[src/rtl/seg7_pkg.sv]
// Shared constants for the 7-segment scan driver: digit count,
// logical {g,f,e,d,c,b,a} segment patterns and the overflow digit code.
package seg7_pkg;

    localparam int NUM_DIGITS = 4;

    localparam logic [3:0] DIGIT_OVF = 4'hF;

    localparam logic [6:0] SEG_0     = 7'b0111111;
    localparam logic [6:0] SEG_1     = 7'b0000110;
    localparam logic [6:0] SEG_2     = 7'b1011011;
    localparam logic [6:0] SEG_3     = 7'b1001111;
    localparam logic [6:0] SEG_4     = 7'b1100110;
    localparam logic [6:0] SEG_5     = 7'b1101101;
    localparam logic [6:0] SEG_6     = 7'b1111101;
    localparam logic [6:0] SEG_7     = 7'b0000111;
    localparam logic [6:0] SEG_8     = 7'b1111111;
    localparam logic [6:0] SEG_9     = 7'b1101111;
    localparam logic [6:0] SEG_DASH  = 7'b1000000;
    localparam logic [6:0] SEG_BLANK = 7'b0000000;

endpackage

[src/rtl/seg7_scan_driver_if.sv]
// Four-digit BCD bus from the trigger/counter block to the display driver.
// master: producer drives BCD3..BCD0; slave: scan driver samples them.
interface seg7_scan_driver_if;

    logic [3:0] BCD0;
    logic [3:0] BCD1;
    logic [3:0] BCD2;
    logic [3:0] BCD3;

    modport master (
        output BCD0,
        output BCD1,
        output BCD2,
        output BCD3
    );

    modport slave (
        input BCD0,
        input BCD1,
        input BCD2,
        input BCD3
    );

endinterface

[src/rtl/seg7_decode.sv]
// Combinational digit decoder: 4-bit code -> logical active-high {g..a}.
// Ports: code (in, 4), pattern (out, 7). 0-9 digits, F dash, A-E blank.
module seg7_decode
    import seg7_pkg::*;
(
    input  logic [3:0] code,
    output logic [6:0] pattern
);

    always_comb begin
        pattern = SEG_BLANK;
        unique case (code)
            4'd0:      pattern = SEG_0;
            4'd1:      pattern = SEG_1;
            4'd2:      pattern = SEG_2;
            4'd3:      pattern = SEG_3;
            4'd4:      pattern = SEG_4;
            4'd5:      pattern = SEG_5;
            4'd6:      pattern = SEG_6;
            4'd7:      pattern = SEG_7;
            4'd8:      pattern = SEG_8;
            4'd9:      pattern = SEG_9;
            DIGIT_OVF: pattern = SEG_DASH;
            default:   pattern = SEG_BLANK;
        endcase
    end

endmodule

[src/rtl/seg7_scan_driver.sv]
// Four-digit multiplexed 7-segment driver with per-scan input snapshot.
// Ports: Clk, Reset (sync, active-high), bcd (slave BCD3..BCD0 bus),
//   Seg[6:0] {g..a}, An[3:0] digit enables, ScanDone (end-of-scan pulse).
// Seg/An polarity set by ACTIVE_LOW. Define SEG7_LEADING_ZERO_BLANK_EN to
// blank leading zeros on digits 3..1.
module seg7_scan_driver
    import seg7_pkg::*;
#(
    parameter int REFRESH_DIV  = 1024,
    parameter int BLANK_CYCLES = 16,
    parameter int ACTIVE_LOW   = 1
) (
    input  logic                Clk,
    input  logic                Reset,
    seg7_scan_driver_if.slave   bcd,
    output logic [6:0]          Seg,
    output logic [3:0]          An,
    output logic                ScanDone
);

    localparam int CW = (REFRESH_DIV > 1) ? $clog2(REFRESH_DIV) : 1;
    localparam logic [CW-1:0] CNT_MAX   = CW'(REFRESH_DIV - 1);
    localparam logic [CW-1:0] CNT_BLANK = CW'(BLANK_CYCLES);
    localparam logic [6:0]    SEG_INV   = (ACTIVE_LOW != 0) ? 7'h7F : 7'h00;
    localparam logic [3:0]    AN_INV    = (ACTIVE_LOW != 0) ? 4'hF : 4'h0;

    logic [CW-1:0]                  cnt;
    logic [1:0]                     idx;
    logic [NUM_DIGITS-1:0][3:0]     snap;

    logic [3:0] cur_code;
    logic [6:0] dec_pat;
    logic [6:0] seg_log;
    logic [3:0] an_log;
    logic       slot_end;
    logic       scan_end;

    assign cur_code = snap[idx];
    assign slot_end = (cnt == CNT_MAX);
    assign scan_end = slot_end && (idx == 2'd3);

    seg7_decode u_decode (
        .code    (cur_code),
        .pattern (dec_pat)
    );

`ifdef SEG7_LEADING_ZERO_BLANK_EN
    // lz[i]: digit i and every higher digit are zero; digit 0 always shows.
    logic [NUM_DIGITS-1:0] lz;

    always_comb begin
        lz    = '0;
        lz[3] = (snap[3] == 4'd0);
        lz[2] = lz[3] && (snap[2] == 4'd0);
        lz[1] = lz[2] && (snap[1] == 4'd0);
        seg_log = lz[idx] ? SEG_BLANK : dec_pat;
    end
`else
    always_comb begin
        seg_log = dec_pat;
    end
`endif

    // Segments stay driven through the blank window; only anodes are gated.
    always_comb begin
        an_log = 4'b0000;
        if (cnt >= CNT_BLANK)
            an_log = 4'b0001 << idx;
    end

    always_ff @(posedge Clk) begin
        if (Reset) begin
            cnt      <= '0;
            idx      <= 2'd0;
            snap     <= '0;
            Seg      <= SEG_BLANK ^ SEG_INV;
            An       <= AN_INV;
            ScanDone <= 1'b0;
        end else begin
            if (slot_end) begin
                cnt <= '0;
                idx <= idx + 2'd1;
            end else begin
                cnt <= cnt + 1'b1;
            end
            // One coherent capture per scan so digits never tear mid-scan.
            if (cnt == '0 && idx == 2'd0)
                snap <= {bcd.BCD3, bcd.BCD2, bcd.BCD1, bcd.BCD0};
            Seg      <= seg_log ^ SEG_INV;
            An       <= an_log ^ AN_INV;
            ScanDone <= scan_end;
        end
    end

endmodule
[src/flat_wrapper.sv]
// flat-port wrapper written by rule: the top's interface ports become plain ports
module seg7_scan_driver_flat import seg7_pkg::*;
#(
    parameter int REFRESH_DIV  = 1024,
    parameter int BLANK_CYCLES = 16,
    parameter int ACTIVE_LOW   = 1
)
  (Clk, Reset, Seg, An, ScanDone, bcd_BCD0, bcd_BCD1, bcd_BCD2, bcd_BCD3);
  seg7_scan_driver_if bcd_i ();
  input  logic Clk;
  input  logic Reset;
  output logic [6:0] Seg;
  output logic [3:0] An;
  output logic ScanDone;
  input wire logic [$bits(bcd_i.BCD0)-1:0] bcd_BCD0;
  input wire logic [$bits(bcd_i.BCD1)-1:0] bcd_BCD1;
  input wire logic [$bits(bcd_i.BCD2)-1:0] bcd_BCD2;
  input wire logic [$bits(bcd_i.BCD3)-1:0] bcd_BCD3;
  assign bcd_i.BCD0 = bcd_BCD0;
  assign bcd_i.BCD1 = bcd_BCD1;
  assign bcd_i.BCD2 = bcd_BCD2;
  assign bcd_i.BCD3 = bcd_BCD3;
  seg7_scan_driver #(.REFRESH_DIV(REFRESH_DIV), .BLANK_CYCLES(BLANK_CYCLES), .ACTIVE_LOW(ACTIVE_LOW)) u_core (.Clk(Clk), .Reset(Reset), .bcd(bcd_i), .Seg(Seg), .An(An), .ScanDone(ScanDone));
endmodule
[config.mk]
export PLATFORM = sky130hd
export DESIGN_NAME = seg7_scan_driver_flat
export DESIGN_NICKNAME = d
export VERILOG_FILES = /design/src/rtl/seg7_pkg.sv /design/src/rtl/seg7_scan_driver_if.sv /design/src/rtl/seg7_decode.sv /design/src/rtl/seg7_scan_driver.sv /design/src/flat_wrapper.sv
export SDC_FILE = /design/constraint.sdc
export NUM_CORES = 1
export LEC_CHECK = 0
export CELL_PAD_IN_SITES_DETAIL_PLACEMENT = 1
export CELL_PAD_IN_SITES_GLOBAL_PLACEMENT = 1
export CORE_MARGIN = 2
export CORE_UTILIZATION = 40
export DETAILED_ROUTE_END_ITERATION = 10
export PLACE_DENSITY_LB_ADDON = 0.1
export SLEW_MARGIN = 10
export SYNTH_ARGS = -nofsm -noshare
export SYNTH_HDL_FRONTEND = slang
export SYNTH_HIERARCHICAL = 1
export SYNTH_SLANG_ARGS = --single-unit
[constraint.sdc]
create_clock -name Clk -period 2.7 [get_ports Clk]
set_input_delay 0.54 -clock Clk [delete_from_list [all_inputs] [get_ports Clk]]
set_output_delay 0.54 -clock Clk [all_outputs]
set_load 0.05 [all_outputs]
==> impl_metrics.tcl, run 1 <==
set metrics [dict create \
    status "finished clean" \
    numPlacedInstances 281 \
    fin_hold_ws_ps 461 \
    port_buffers 29 \
    ctsRootBufferMaster "clkbuf_8" \
    cp.required_ps 2890 \
    die_area_um2 5330 \
    final_nets 265 \
    post_cts_buffers 0 \
    synthMuxAreaShare_pct 14.3 \
    synthArstFlopShare_pct 0 \
    fin_crit_ps 1970 \
    start_util_pct 40.9 \
    routed-via-count 1479 \
    dp_hpwl_mm 3.13 \
    cts_buffer_depth 2 \
    irDropWorstVdd_uv 376 \
    yosysSeqAreaShare_pct 42.0 \
    crit_fanout 8 \
    postRouteAntennaNets 0 \
    drc 0 \
    place_ws_ps 713 \
    grt-ovfl-total 0 \
    ys_warn_count 6 \
    cts.sinks 40 \
    grtUsageTotal_pct 16.8 \
    rows 25 \
    critPathKind "flop to flop" \
    die_y_um 73 \
    finalNonFillerCells 289 \
    synth_top_family_by_area "simple AND/OR/NAND/NOR gates" \
    r2r_setup_slack_ps 730 \
    first_iter_violations 29 \
    rr_endpoint "u_core/Seg[1]" \
    syn-instance-count 203 \
    wire_per_inst_um 14.3 \
    syn_area_um2 1900 \
    cts_tree "yes" \
    grt_antenna_before_repair 0 \
    core_area_um2 4660 \
    clock_latency_ps 290 \
    clkSlewWorstSetupHoldPaths_ps 80 \
    rsz0062_at_grt "false" \
    synth_ff_type "dfxtp_1" \
    ff2ff_path_depth 5 \
    io_pins 30 \
    synth-simple-area-share_pct 20.0 \
    max_freq_mhz 507 \
    grt_max_degree 25 \
    period_share_pct 73.1 \
    num_antenna_cells 0 \
    ctsResizeCount 0 \
    htree_levels 2 \
    final_max_slew_viol_count 0 \
    fin_setup_tns_ps 0 \
    min_to "u_core/snap[9]" \
    grt_pass1_wl_mm 6.89 \
    setup_viol_count_final 0 \
    synth_area_per_cell_um2 9.38 \
    place_congestion 0.755 \
    synth_compound_area_share_pct 8.54 \
    worst_pin_slew_ps 500 \
    ys_seq_elements 40 \
    first_global_vias 1553 \
    min_path_type "flop to flop" \
    powerDensity_nw_per_um2 581 \
    drive_gt1_share_pct 11.9 \
    leakage_nw 0.943 \
    synthAdderAreaFrac_pct 8.54 \
    setup_slack_ps 727 \
    syn_nets 234 \
    arrival_ps 2160 \
    routed_wl_mm 4.14 \
    finClkSkew_ps 6.97 \
    ctsHoldBuffers 0 \
    synthToLayoutAreaGrowth_pct 22.2 \
    final_util_pct 49.9 \
    relSlewSlack_pct 66.6 \
    synth_edf_count 0 \
    first_pass_iters 4 \
    synth_cell_types 39 \
    reg2reg_from "u_core/idx[0]" \
    via_per_inst 5.12 \
    setup.worst_path.end_class "flop" \
    holdPathStages 2 \
    start_kind "flop" \
    worstHoldStart "u_core/snap[9]" \
    synth_xor_area_share_pct 1.38 \
    die_w_um 73 \
    hold_violations 0 \
    cts_buffers 5 \
    max-cap-violations 0 \
]
critical path, cell delays in order, from the launching register on:
cell and delay (ps):
dfxtp_1 580, mux4_2 640, inv_1 140, ha_1 250, o21ai_0 180, nand2_1 70
state kept, by name (all words and copies together) (netlist names):
| signal | flops |
|---|---|
| u_core/An | 4 |
| u_core/Seg | 7 |
| u_core/cnt | 10 |
| u_core/ScanDone | 1 |
| u_core/idx | 2 |
| u_core/snap | 16 |
how the worst max path moves through the flow:
| stage | start | to |
|---|---|---|
| after CTS | u_core/idx[0] | u_core/Seg[1] |
| after detailed placement | u_core/idx[0] | u_core/Seg[1] |
| after global placement | u_core/idx[0] | u_core/Seg[1] |
| after global routing | u_core/idx[0] | u_core/Seg[1] |
| final | u_core/idx[0] | u_core/Seg[1] |
| after floorplan | u_core/idx[0] | u_core/Seg[1] |
metrics by stage:
stage | area, µm² | power (mW)
finish | 2330 | 1.35
global route | 2330 | 1.43
CTS | 2330 | 1.37
detailed placement | 2230 | 0.948
global placement | 2230 | 0.937
floorplan | 1900 | 0.868
Yosys cell counts, types with 2 or more instances:
library cell,instances,area share [%]
nor3_2,2,1.1
nand2_1,49,9.7
o21ai_0,8,2.1
mux2i_1,17,8.9
nand3_1,5,1.3
a21oi_1,8,2.1
dfxtp_1,40,42
nor2_1,10,2.0
buf_1,3,0.59
ha_1,13,8.5
mux4_2,4,4.7
xor2_1,2,0.92
a21oi_2,2,0.92
o21ai_2,2,0.92
and3_1,2,0.66
or3_1,3,0.99
inv_1,10,2.0
clkbuf_1,2,0.39
cell usage in the layout, fill, tap and decap left out, drive strengths merged, types with 2 or more instances in the layout:
cell type	n
dfxtp	40
nand3	5
ha	13
a21oi	10
or3	3
nand2	49
nor3	2
clkinvlp	2
clkbuf	6
mux2i	17
nor2	10
o31ai	2
buf	3
inv	11
and3	2
xor2	2
o21ai	10
clkdlybuf4s50	29
mux4	4
layer usage:
metal / GRT usage, % / routed length, µm / vias to the layer above
met4: 6.17 / 62 / 0
met3: 4.14 / 114 / 6
met1: 19.7 / 1840 / 713
met2: 29.2 / 2110 / 19
met5: 0 / 0 / -
li1: - / - / 741
power by group:
group	total (mW)	leakage (nW)	internal, mW	switching, mW
sequential	0.654	0.329	0.633	0.0215
combinational	0.278	0.571	0.121	0.157
clock	0.421	0.0434	0.207	0.214
total	1.35	0.943	0.960	0.393
cell type report:
| class | count | area [µm²] |
|---|---|---|
| fillers | 536 | 2330 |
| multi-input cells | 143 | 1000 |
| flip-flops and latches | 40 | 801 |
| repair buffers | 32 | 313 |
| clock buffers | 6 | 82.6 |
| well taps | 54 | 67.6 |
| inverters | 12 | 45.0 |
| clock inverters | 2 | 15.0 |
cells by family after synthesis:
family,Yosys count
adders and majority gates,13
and+or+nand+nor,80
buffers and inverters,20
AOI/OAI and AO/OA,25
muxes,22
DFF,40
xor gates and xnor gates,3
Power figures use the tool's default switching activity.
==> run 2, diff against run 1 <==
--- a/config.mk
+++ b/config.mk
@@ -8,7 +8,7 @@
 export CELL_PAD_IN_SITES_DETAIL_PLACEMENT = 1
 export CELL_PAD_IN_SITES_GLOBAL_PLACEMENT = 1
 export CORE_MARGIN = 2
-export CORE_UTILIZATION = 40
+export CORE_UTILIZATION = 36
 export DETAILED_ROUTE_END_ITERATION = 10
 export PLACE_DENSITY_LB_ADDON = 0.1
 export SLEW_MARGIN = 10
==> constraint.sdc (replaced) <==
create_clock -name Clk -period 1.8 [get_ports Clk]
set_input_delay 0.36 -clock Clk [delete_from_list [all_inputs] [get_ports Clk]]
set_output_delay 0.36 -clock Clk [all_outputs]
set_load 0.05 [all_outputs]
==> run 2 against run 1 <==
  * Design area grew 2.4%
  * Via count shrank 1.3%
  * Cell count grew 7.3%
  * Sequential share of layout area shrank 0.59 points
  * Critical endpoint is now u_core/snap[10]
  * Non-clock buffer count grew 6
  * Wire length grew 0.56%
  * Setup slack lost 630 ps
  * Core utilization shrank 3.3 points
  * Power grew 46%
==> impl_metrics.tcl, run 2 (synthesis results as in run 1) <==
set metrics [dict create \
    status "finished clean" \
    io_pins 30 \
    min_path_type "flop to flop" \
    fin_setup_tns_ps 0 \
    cts_buffer_depth 2 \
    num_antenna_cells 0 \
    slowest_stage "dfxtp_4" \
    routed-via-count 1460 \
    crit_chain "inv_1, ha_1, nor4bb_2, and3_1, buf_12, mux2i_1" \
    regArea_um2 806 \
    finClkSkew_ps 5.06 \
    start_util_pct 37.3 \
    dp_hpwl_mm 3.16 \
    setup_viol_count_final 0 \
    period_share_pct 94.4 \
    die_area_um2 5890 \
    layout_commonest_cell "nand2_1" \
    max_freq_mhz 589 \
    critical_path.top_delay_family "simple AND/OR/NAND/NOR gates" \
    top_register "u_core/snap" \
    grtUsageTotal_pct 14.9 \
    cp_num_buf_inv 2 \
    port_buffers 29 \
    cts.sinks 40 \
    core_area_um2 5110 \
    final_nets 271 \
    first_iter_violations 46 \
    leakage_nw 0.987 \
    first_global_vias 1514 \
    drc 0 \
    start_kind "flop" \
    place_congestion 0.807 \
    grt_max_degree 29 \
    wire_per_inst_um 13.4 \
    clock_latency_ps 280 \
    ctsHoldBuffers 0 \
    arrival_ps 1910 \
    powerDensity_nw_per_um2 830 \
    setup.worst_path.end_class "flop" \
    crit_fanout 16 \
    critPathKind "flop to flop" \
    grt_antenna_before_repair 0 \
    total_power_mw 1.98 \
    clkSlewWorstSetupHoldPaths_ps 70 \
    postRouteAntennaNets 0 \
    drive_gt1_share_pct 21.3 \
    synthToLayoutAreaGrowth_pct 25.1 \
    fill_cells 603 \
    hold_violations 0 \
    first_pass_iters 4 \
    place_ws_ps -2.15 \
    die_w_um 76.7 \
    setup_slack_ps 102 \
    max-cap-violations 0 \
    rows 26 \
    grt_pass1_wl_mm 7.04 \
    fin_crit_ps 1700 \
    cts_buffers 5 \
    htree_levels 2 \
    ctsRootBufferMaster "clkbuf_8" \
    final_max_slew_viol_count 0 \
    via_per_inst 4.71 \
    reg_top3 "u_core/snap (16), u_core/cnt (10), u_core/Seg (7)" \
    largest_reg_flops 16 \
    worst_pin_slew_ps 485 \
    layout_common_cells "nand2_1, dfxtp_1, buf_4" \
    die_y_um 76.7 \
    relSlewSlack_pct 67.5 \
    cp.required_ps 2010 \
    irDropWorstVdd_uv 366 \
    grt-ovfl-total 0 \
    max_stage_delay_ps 370 \
    cts_tree "yes" \
    multiInputGateArea_um2 1010 \
    routed_wl_mm 4.16 \
]
run 2: cell count changes in the layout (fill, tap and decap cells not counted), sizes merged:
cell and change:
clkinvlp -1, clkinv +1, clkdlybuf4s50 -12, clkbuf -1, buf +18
run 2: worst min-delay path, delay by kind of cell, from the launching register on:
family	cells	cell delay, ps
flops	1	310
mux	1	50
simple gates	1	50
run 2: cell type report:
cell class,count,area share [%]
sequential,40,33.8
timing repair buffer,38,14.8
multi-input combinational,143,42.4
inverter,12,1.89
clock inverter,2,0.525
tap,70,3.68
clock buffer,5,2.89
run 2: stage by stage:
| stage | instance area (µm²) | cells | utilization (%) | hold slack (ps) |
|---|---|---|---|---|
| 3_3_place_gp | 2280 | 302 | 44.7 | 444 |
| 2_1_floorplan | 1910 | 203 | - | 430 |
| 6_report | 2380 | 310 | 46.6 | 463 |
| 3_5_place_dp | 2280 | 302 | 44.7 | 454 |
| 5_1_grt | 2380 | 310 | 46.6 | 483 |
| 4_1_cts | 2360 | 309 | 46.3 | 467 |
run 2: where the power goes:
group,switching (mW),internal (mW)
logic,0.239,0.191
clock network,0.304,0.262
registers,0.0334,0.948
run 2: final timing paths:
| kind | from | end | slack [ps] | depth (start not counted) |
|---|---|---|---|---|
| setup / recovery | u_core/idx[0] | u_core/snap[10] | 100 | 6 |
| hold / removal | u_core/snap[14] | u_core/snap[14] | 460 | 2 |
| setup reg to reg | u_core/idx[0] | u_core/snap[10] | 100 | 6 |
| hold reg to reg | u_core/snap[14] | u_core/snap[14] | 460 | 2 |
run 2: metal layers:
layer | GRT usage (%) | vias up | share of wire, % | wire, µm
li1 | - | 750 | - | -
met1 | 19.7 | 684 | 49 | 2030
met2 | 24.4 | 24 | 47 | 1960
met3 | 3.88 | 2 | 3.7 | 154
met4 | 3.27 | 0 | 0.36 | 15
met5 | 0 | - | 0 | 0
run 2: what timing repair did:
item	4_1_cts	5_1_grt
pin swaps	0	1
buffers inserted	0	1
gates resized for setup	1	7
setup endpoints to repair	3	20
==> run 3, diff against run 2 <==
--- a/config.mk
+++ b/config.mk
@@ -11,6 +11,7 @@
 export CORE_UTILIZATION = 36
 export DETAILED_ROUTE_END_ITERATION = 10
 export PLACE_DENSITY_LB_ADDON = 0.1
+export RECOVER_POWER = 50
 export SLEW_MARGIN = 10
 export SYNTH_ARGS = -nofsm -noshare
 export SYNTH_HDL_FRONTEND = slang
==> constraint.sdc (replaced) <==
create_clock -name Clk -period 1.52 [get_ports Clk]
set_input_delay 0.304 -clock Clk [delete_from_list [all_inputs] [get_ports Clk]]
set_output_delay 0.304 -clock Clk [all_outputs]
set_load 0.05 [all_outputs]
==> run 3 against run 2 <==
  * The run now ends with negative setup slack left
  * Non-clock buffer count is 11 higher
  * Hold slack got worse by 27 ps
  * Largest cell class unchanged
  * Sequential share of layout area down 3.8 points
  * Critical path type unchanged
  * Cell count increased by 3.9%
  * Design area is 13% higher
==> impl_metrics.tcl, run 3 (synthesis results as in run 1) <==
set metrics [dict create \
    status "finished with violations" \
    violations "negative setup slack" \
    rows 26 \
    die_w_um 76.7 \
    first_iter_violations 53 \
    grt_pass1_wl_mm 8.16 \
    drc 0 \
    fin_setup_tns_ps -3380 \
    cts_buffers 5 \
    grtUsageTotal_pct 17.5 \
    min_to "u_core/cnt[0]" \
    ctsRootBufferMaster "clkbuf_8" \
    arrival_ps 1980 \
    final_nets 282 \
    drive_gt1_share_pct 25.4 \
    synthToLayoutAreaGrowth_pct 41.2 \
    place_congestion 0.761 \
    setup.worst_path.end_class "flop" \
    hold_violations 0 \
    wire_per_inst_um 16.1 \
    crit_chain "mux4_2, inv_4, ha_1, a21oi_1, a21o_2, nand2_1" \
    reg_top3 "u_core/snap (16), u_core/cnt (10), u_core/Seg (7)" \
    cp_num_buf_inv 1 \
    relSlewSlack_pct 65.1 \
    powerDensity_nw_per_um2 997 \
    top_register "u_core/snap" \
    grt_max_degree 44 \
    core_area_um2 5110 \
    r2r_setup_slack_ps -200 \
    cp.required_ps 1770 \
    cts.sinks 40 \
    via_per_inst 4.94 \
    routed_wl_mm 5.18 \
    period_share_pct 113 \
    critical_path.top_delay_family "multiplexers" \
    critPathKind "flop to flop" \
    first_global_vias 1708 \
    routed-via-count 1592 \
    io_pins 30 \
    grt_antenna_before_repair 0 \
    die_area_um2 5890 \
    dp_hpwl_mm 3.38 \
    max_stage_delay_ps 650 \
    layout_commonest_cell "nand2_1" \
    rsz0062_at_grt "true" \
    leakage_nw 1.13 \
    holdPathStages 1 \
    setup_slack_ps -204 \
    worst_pin_slew_ps 522 \
    clock_latency_ps 300 \
    largest_reg_flops 16 \
    max_freq_mhz 580 \
    first_pass_iters 4 \
    reg2reg_from "u_core/idx[0]" \
    setup_viol_count_final 23 \
    finClkSkew_ps 8.91 \
    fin_crit_ps 1720 \
    min_path_type "flop to flop" \
    num_antenna_cells 0 \
    crit_fanout 7 \
    ctsHoldBuffers 0 \
    place_ws_ps -237 \
    start_kind "flop" \
    start_util_pct 37.3 \
    layout_common_cells "nand2_1, dfxtp_1, clkdlybuf4s50_1" \
    max-cap-violations 0 \
    die_y_um 76.7 \
    rr_endpoint "u_core/Seg[2]" \
    clkSlewWorstSetupHoldPaths_ps 90 \
    ff2ff_path_depth 6 \
    irDropWorstVdd_uv 450 \
    postRouteAntennaNets 0 \
    port_buffers 29 \
    worstHoldStart "u_core/cnt[0]" \
    final_max_slew_viol_count 0 \
    cts_tree "yes" \
    htree_levels 2 \
    grt-ovfl-total 0 \
    cts_buffer_depth 2 \
    slowest_stage "mux4_2" \
]
[run 3: cell types whose count changed in the layout (fill, tap and decap cells not counted), sizes merged]
cell          delta
buf              -1
bufinv           +1
dlymetal6s2s    +12
[run 3: cell type report]
cell class / instances / area (µm²)
multi-input cells: 143 / 1110
repair buffers: 49 / 519
clock inverters: 3 / 42.5
clock buffers: 5 / 68.8
well taps: 70 / 87.6
fillers: 580 / 2420
inverters: 12 / 52.6
flip-flops and latches: 40 / 807
[run 3: worst max-delay path by stage]
stage,start,to,slack (ps),cells after the start
2_1_floorplan,u_core/idx[0],u_core/Seg[6],-160,7
3_3_place_gp,u_core/idx[0],u_core/snap[5],-150,6
3_5_place_dp,u_core/idx[0],u_core/Seg[6],-240,6
4_1_cts,u_core/idx[0],u_core/Seg[2],-170,6
5_1_grt,u_core/idx[0],u_core/Seg[3],-280,7
6_report,u_core/idx[0],u_core/Seg[2],-200,6
[run 3: through the flow]
step	utilization, %	total power, mW	instance area (µm²)	cells	hold slack [ps]
final	52.6	2.68	2690	322	436
after global routing	52.6	2.81	2690	322	454
after CTS	52.9	2.73	2700	320	462
after detailed placement	48.9	1.79	2500	310	447
after global placement	48.9	1.77	2500	310	444
after floorplan	-	1.55	1920	203	430
[run 3: report_power, final]
group	internal (mW)	switching [mW]
Combinational	0.291	0.337
Sequential	1.12	0.0368
Clock	0.486	0.407
Total	1.90	0.781
[run 3: timing repair]
| action | 4_1_cts | 5_1_grt |
|---|---|---|
| gates resized for setup | 13 | 17 |
| buffers inserted | 1 | 2 |
| gates cloned | 1 | 0 |
| pin swaps | 7 | 6 |
| setup endpoints to repair | 25 | 25 |
[run 3: routing by layer]
metal  vias up  track usage (%)  wire length (µm)
li1        778                -                 -
met5         -                0                 0
met3        12             4.24               179
met4         0             7.45               131
met2        39             30.5              2640
met1       763             20.3              2230
